===== config.mk =====
export PLATFORM = sky130hd
export DESIGN_NAME = ps2_kbd_tx
export DESIGN_NICKNAME = d
export VERILOG_FILES = /design/src/rtl/ps2_kbd_tx.sv
export SDC_FILE = /design/constraint.sdc
export NUM_CORES = 1
export LEC_CHECK = 0
export ABC_AREA = 1
export ABC_CLOCK_PERIOD_IN_PS = 6000
export BUFFER_PORTS_ARGS = -buffer_cell sky130_fd_sc_hd__clkbuf_2
export CAP_MARGIN = 30
export CORE_ASPECT_RATIO = 2
export CORE_MARGIN = 4
export CORE_UTILIZATION = 54
export CTS_CLUSTER_SIZE = 16
export DETAILED_ROUTE_END_ITERATION = 8
export GPL_TIMING_DRIVEN = 0
export MAX_ROUTING_LAYER = met4
export PLACE_DENSITY = 0.74
export SYNTH_ARGS = -nofsm -noshare
export SYNTH_HDL_FRONTEND = slang
export SYNTH_SLANG_ARGS = --single-unit

===== constraint.sdc =====
create_clock -name clk -period 6 [get_ports clk]
set_clock_uncertainty 0.2 [all_clocks]
set_input_delay 0.9 -clock clk [delete_from_list [all_inputs] [get_ports clk]]
set_output_delay 0.9 -clock clk [all_outputs]
set_load 0.03 [all_outputs]

===== src/rtl/ps2_kbd_tx.sv =====
// rtl/ps2_kbd_tx.sv - PS/2 device-side scan-code transmitter with input queue
// Queued bytes leave as 11-bit frames: start, data LSB first, odd parity, stop.
module ps2_kbd_tx #(
  parameter int CLK_DIV    = 4,
  parameter int FIFO_DEPTH = 8,
  parameter int GAP_CYCLES = 16
) (
  input  logic       clk,
  input  logic       resetn,
  input  logic       wr_en,
  input  logic [7:0] wr_data,
  output logic       full,
  output logic       empty,
  output logic       overflow,
  output logic       busy,
  output logic       frame_done,
  output logic       ps2_clk,
  output logic       ps2_data
);
  localparam int AW   = $clog2(FIFO_DEPTH);
  localparam int CMAX = (CLK_DIV > GAP_CYCLES) ? CLK_DIV : GAP_CYCLES;
  localparam int CW   = $clog2(CMAX + 1);
  localparam logic [CW-1:0] DIV_LAST = CW'(CLK_DIV - 1);
  localparam logic [CW-1:0] DIV_PRE  = CW'(CLK_DIV - 2);
  localparam logic [CW-1:0] GAP_LAST = CW'(GAP_CYCLES - 1);

  typedef enum logic [1:0] {S_IDLE, S_SHIFT, S_GAP} state_e;

  logic [7:0]    mem_q [FIFO_DEPTH];
  logic [AW-1:0] wr_ptr_q, wr_ptr_d, rd_ptr_q, rd_ptr_d;
  logic [AW:0]   count_q, count_d;
  logic          full_q, full_d, empty_q, empty_d, overflow_q, overflow_d;
  state_e        state_q, state_d;
  logic [10:0]   frame_q, frame_d;
  logic [3:0]    bit_q, bit_d, bit_nxt;
  logic          low_q, low_d;
  logic [CW-1:0] cnt_q, cnt_d;
  logic          busy_q, busy_d, done_q, done_d, pclk_q, pclk_d, pdat_q, pdat_d;
  logic          push, pop;
  logic [7:0]    head;

  // A push while full is dropped even if the head pops in the same cycle.
  always_comb begin
    push       = wr_en && !full_q;
    pop        = (state_q == S_IDLE) && !empty_q;
    head       = mem_q[rd_ptr_q];
    wr_ptr_d   = wr_ptr_q + AW'(push);
    rd_ptr_d   = rd_ptr_q + AW'(pop);
    count_d    = count_q + (AW+1)'(push) - (AW+1)'(pop);
    full_d     = (count_d == (AW+1)'(FIFO_DEPTH));
    empty_d    = (count_d == '0);
    overflow_d = overflow_q | (wr_en & full_q);
  end

  always_comb begin
    state_d = state_q;
    frame_d = frame_q;
    bit_d   = bit_q;
    bit_nxt = bit_q + 4'd1;
    low_d   = low_q;
    cnt_d   = cnt_q;
    busy_d  = busy_q;
    done_d  = 1'b0;
    pclk_d  = pclk_q;
    pdat_d  = pdat_q;
    case (state_q)
      S_IDLE: begin
        if (!empty_q) begin
          frame_d = {1'b1, ~^head, head, 1'b0};
          bit_d   = 4'd0;
          low_d   = 1'b0;
          cnt_d   = '0;
          busy_d  = 1'b1;
          pclk_d  = 1'b1;
          pdat_d  = frame_d[0];
          state_d = S_SHIFT;
        end
      end
      S_SHIFT: begin
        cnt_d = cnt_q + 1'b1;
        if (!low_q) begin
          if (cnt_q == DIV_LAST) begin
            low_d  = 1'b1;
            cnt_d  = '0;
            pclk_d = 1'b0;
          end
        end else begin
          // Registered pulse: raise it one cycle early so it lands on the stop bit's last cycle.
          if (bit_q == 4'd10 && cnt_q == DIV_PRE) done_d = 1'b1;
          if (cnt_q == DIV_LAST) begin
            cnt_d  = '0;
            pclk_d = 1'b1;
            if (bit_q == 4'd10) begin
              pdat_d  = 1'b1;
              state_d = S_GAP;
            end else begin
              bit_d  = bit_nxt;
              low_d  = 1'b0;
              pdat_d = frame_q[bit_nxt];
            end
          end
        end
      end
      S_GAP: begin
        cnt_d = cnt_q + 1'b1;
        if (cnt_q == GAP_LAST) begin
          cnt_d   = '0;
          busy_d  = 1'b0;
          state_d = S_IDLE;
        end
      end
      default: state_d = S_IDLE;
    endcase
  end

  always_ff @(posedge clk) begin
    if (push) mem_q[wr_ptr_q] <= wr_data;
  end

  always_ff @(posedge clk or negedge resetn) begin
    if (!resetn) begin
      wr_ptr_q   <= '0;
      rd_ptr_q   <= '0;
      count_q    <= '0;
      full_q     <= 1'b0;
      empty_q    <= 1'b1;
      overflow_q <= 1'b0;
      state_q    <= S_IDLE;
      frame_q    <= '1;
      bit_q      <= 4'd0;
      low_q      <= 1'b0;
      cnt_q      <= '0;
      busy_q     <= 1'b0;
      done_q     <= 1'b0;
      pclk_q     <= 1'b1;
      pdat_q     <= 1'b1;
    end else begin
      wr_ptr_q   <= wr_ptr_d;
      rd_ptr_q   <= rd_ptr_d;
      count_q    <= count_d;
      full_q     <= full_d;
      empty_q    <= empty_d;
      overflow_q <= overflow_d;
      state_q    <= state_d;
      frame_q    <= frame_d;
      bit_q      <= bit_d;
      low_q      <= low_d;
      cnt_q      <= cnt_d;
      busy_q     <= busy_d;
      done_q     <= done_d;
      pclk_q     <= pclk_d;
      pdat_q     <= pdat_d;
    end
  end

  assign full       = full_q;
  assign empty      = empty_q;
  assign overflow   = overflow_q;
  assign busy       = busy_q;
  assign frame_done = done_q;
  assign ps2_clk    = pclk_q;
  assign ps2_data   = pdat_q;
endmodule

# After elaboration in Yosys (flattened, before gate mapping)
# Memory sizes are Yosys's and may differ from the RTL's.
# Index checks and enable logic that the tools add are counted.
# totals
regBits	39
ram_bits	64
inputBits	11
n_memories	1
word_cells	97
# memory_table
name	depth	word_bits	read_ports	rd_ports_with_merged_regs	wr	line	text
mem_q	8	8	1	0	1	29	logic [7:0] mem_q [FIFO_DEPTH];
# classes
n_reduce_logical	19
n_lt_le_gt_ge	1
n_bitwise	3
eq_ne	13
muxes	39
addsub	6
# ops
op	n
$mux 1	19
$mux 4	4
$mux 5	3
$pmux 5 s3	1
$ne 2x2->1 const B	6
$eq 5x2->1 const B	2
$mux 2	5
$reduce_and 5->1	2
$eq 4x4->1 const B	2
$pmux 1 s2	4
$pmux 4 s2	1
$reduce_xnor 8->1	1
$add 3x1->3	2
$pmux 2 s3	1
$reduce_and 2->1	3
$reduce_and 3->1	2
$add 5x1->5 const B	1
$eq 5x4->1 const B	1
$lt 4x5->1 const B	1
$add 4x1->4	1
$add 4x1->4 const B	1
$bmux 1 s4	1
$logic_not 4->1	1
$reduce_and 4->1	1
other kinds (11)	15

# Logic depth before layout (Yosys ltp)
# logic_depth
depth_word	7
ltp_mapped	17

# Worst setup path before layout
# No wires, ideal clock.
# synth_path
path_type	register to register
from	reg state_q[0]
to	reg empty_q, in the netlist empty
required_time_ns	5.732
setup_slack_ns	3.220
path_stages_with_launch	14
period_less_slack_ns	2.780
arrival_time_ns	2.513
path_cell_list	dfrtp_1 > inv_1 > ha_1 > inv_1 > nor2_2 > inv_1 > clkbuf_1 > nand2_1 > nand2_1 > ha_1 > fa_1 > xor2_1 > or3_1 > nor2_1
# synth_via
elab_chain_len	4
# synth_rtl
item	line	text
from (decl)	33	state_e state_q, state_d;
from (signal assigned)	144	state_q <= state_d;
$logic_not 2->1	45	pop = (state_q == S_IDLE) && !empty_q;
$logic_and 1x1->1	45	
$sub 4x1->4	49	count_d = count_q + (AW+1)'(push) - (AW+1)'(pop);
via count_d[2]	31	logic [AW:0] count_q, count_d;
$logic_not 4->1	51	empty_d = (count_d == '0);
via empty_d	32	logic full_q, full_d, empty_q, empty_d, overflow_q, overflow_d;
to (signal assigned)	142	empty_q <= empty_d;
to (decl)	32	
# The timed path passes the listed nets, and every way through them passes these cells.
# A chain may end at the register's enable or synchronous reset.

# Final worst setup path
# Ends and elaborated chain as after synthesis.

==> flow_summary.yaml <==
cells_and_area:
  fin_nets: 610
  area_growth_pct: 10.8
  drive_gt1_share_pct: 13.0
  fin_util_pct: 61.6
  diodes: 0
global_route:
  grt_max_degree: 40
  grt_pass1_vias: 3524
  grt_overflow_total: 0
  grtUsageTotal_pct: 20.4
  antenna_found_initial: 0
  grt_pass1_wl_um: 16700
cts:
  htree_levels: 3
  cts.clk_slew.worst_paths_ps: 70
  cts_tree: "yes"
  cts_buffers: 9
  insertion_delay_ps: 350
  cts_buffer_depth: 2
  postCtsSetupRepairBufs: 0
  clock-sinks: 103
  cts_hold_buf: 0
  cts_resized: 0
  cts_root_buf: "clkbuf_16"
routing:
  via_count: 3519
  vias_per_cell: 5.11
  dr.pass1.iters: 4
  drt_iter0_markers: 149
  drc: 0
  ant_nets: 0
  routed_wirelength_um: 10100
  wl_per_cell_um: 14.7
hold_path:
  hold_path_class: "in -> async"
timing:
  relSlewSlack_pct: 35.6
  worst_pin_slew_ps: 962
  rsz0062_at_grt: "false"
  fin_ws_ps: 2740
  report.final.hold_viol_count: 0
  setup_violations: 0
  maxClockFrequency_mhz: 307
  post-route-period-util_pct: 54.3
  drv_slew: 0
  tns_ps: 0
  min_period_ps: 3260
job:
  maxCapViolations: 0
setup_path:
  worstSetupStartpointType: "register"
  crit_fanout: 10
  critPathArrivalTime_ps: 3330
  critPathKind: "reg -> reg"
  worstPathRequired_ps: 6070
  worstSetupEndpointType: "register"
floorplan:
  die_w_um: 76.3
  coreArea_sq_um: 9070
  start_util_pct: 55.6
  dieHeight_um: 145
  die_area_sq_um: 11000
  io_pins: 18
  num_rows: 49
power_and_ir_drop:
  leakage_nw: 2.67
  pwr-share-seq_pct: 51.0
  clkPwrFrac_pct: 32.7
  swShare_pct: 27.5
  powerDensity_nw_per_um2: 317
  combPwrFrac_pct: 16.3
  p_sw_mw: 0.488
  peakVddDrop_uv: 289
  internal-power_mw: 1.29
logic_synthesis:
  yosysUniqueCellTypes: 35
  ys_seq_area_share_pct: 57.8
  synth_most_common_cell: "nand2_1"
  synthTopCellsByCount: "nand2_1, inv_1, edfxtp_1, nand3_1, nor2_1"
  async_reset_ff_share_pct: 37.9
  yosysTopAreaCell: "edfxtp_1"
  avgSynthCellArea_sq_um: 9.17
  ys_ff_latch: 103
  synth-edff-count: 64
  synth_warnings: 0
  synth_top_area_share_pct: 38.1
  syn_area_sq_um: 5040
  ys.flop_type: "edfxtp_1"
  synthTopCellsByArea: "edfxtp_1, nand2_1, dfrtp_1"
  syn_inst: 550
  syn-num-nets: 579
placement:
  place_congestion: 0.945
  port_buffers: 17
  hpwlAfterDp_um: 7630
  post-place-ws_ps: 2750
run_status:
  status: "complete, no violations"
==> critical path: stages (launching register included) <==
cell and delay (ps):
dfrtp_1 400, inv_1 140, ha_1 220, inv_1 60
nor2_2 320, inv_1 170, clkbuf_1 260, nand2_1 110
nand2_1 60, ha_1 210, fa_1 380, xor2_1 180
or3_1 330, nor2_1 130
==> final timing paths <==
kind / start / endpoint / slack, ps / depth (start not counted)
worst max-delay path: state_q[0] / empty / 2740 / 13
worst min-delay path: resetn / bit_q[3] / 190 / 1
worst max register to register: state_q[0] / empty / 2740 / 13
worst min register to register: frame_q[0] / frame_q[0] / 250 / 2
max in group asynchronous: resetn / empty / 4920 / 2
min in group clk: frame_q[0] / frame_q[0] / 250 / 2
==> sequential cells by signal (all words and copies together), names as in the netlist <==
| name | cells |
|---|---|
| state_q | 2 |
| overflow | 1 |
| rd_ptr_q | 3 |
| mem_q | 64 |
| frame_done | 1 |
| frame_q | 10 |
| count_q | 4 |
| busy | 1 |
| cnt_q | 5 |
| full | 1 |
| bit_q | 4 |
| wr_ptr_q | 3 |
| ps2_data | 1 |
| ps2_clk | 1 |
| empty | 1 |
| low_q | 1 |
==> power by group through the flow <==
stage                     clock network, mW  registers (mW)  logic [mW]
after floorplan                           0           0.918       0.195
after CTS                             0.589           0.905       0.289
after global routing                  0.619           0.913       0.332
after detailed placement                  0           0.919       0.287
after global placement                    0           0.915       0.272
final                                 0.581           0.904       0.289
==> through the flow <==
step | hold slack [ps] | area, sq um | cells | total power [mW]
after floorplan | 224 | 5040 | 550 | 1.11
after global placement | 233 | 5260 | 669 | 1.19
after detailed placement | 239 | 5260 | 669 | 1.21
after CTS | 256 | 5550 | 685 | 1.78
after global routing | 188 | 5590 | 688 | 1.86
final | 187 | 5590 | 688 | 1.77
==> area by class of cell <==
type                       instances  area (sq um)
sequential                       103          2910
clock buffer                       9           225
multi-input combinational        343          1680
inverter                          89           337
timing repair buffer              20           120
clock inverter                     7          72.6
tap                              102           128
buffer                            15           115
fill                             793          3490
==> kinds of logic after synthesis <==
family	after synthesis	share of synthesized area, %
buffers and inverters	104	8.96
multiplexers	1	0.199
flip-flops	103	57.8
adder cells (fa/ha/maj)	18	4.62
XOR/XNOR	9	1.56
AO/OA/AOI/OAI	42	4.59
AND/OR/NAND/NOR	273	22.3
==> placed cells by master (no fill, tap or decap), types with 2 or more instances in the layout <==
cell         n
nand2_1    182
inv_1       84
edfxtp_1    64
nand3_1     43
nor2_1      35
dfrtp_1     26
o21ai_0     24
ha_1        17
clkbuf_2    17
dfstp_2     13
clkbuf_16    9
xor2_1       6
a21oi_1      6
buf_4        6
buf_2        5
buf_6        5
o22ai_1      5
inv_2        4
xnor2_1      3
nand2_2      3
nor3_1       2
nand4_1      2
o21ai_2      2
a31oi_1      2
clkinv_4     2
==> metal layers <==
layer | track usage [%] | up-vias | wire length (um) | part of all wire (%)
li1 | - | 1811 | - | -
met3 | 3.04 | 24 | 301 | 3.0
met1 | 19.2 | 1611 | 3690 | 36
met2 | 39.4 | 73 | 5820 | 57
met5 | - | - | 0 | 0
met4 | 11.0 | 0 | 323 | 3.2
Note: power is estimated with default switching activity, not from simulation.
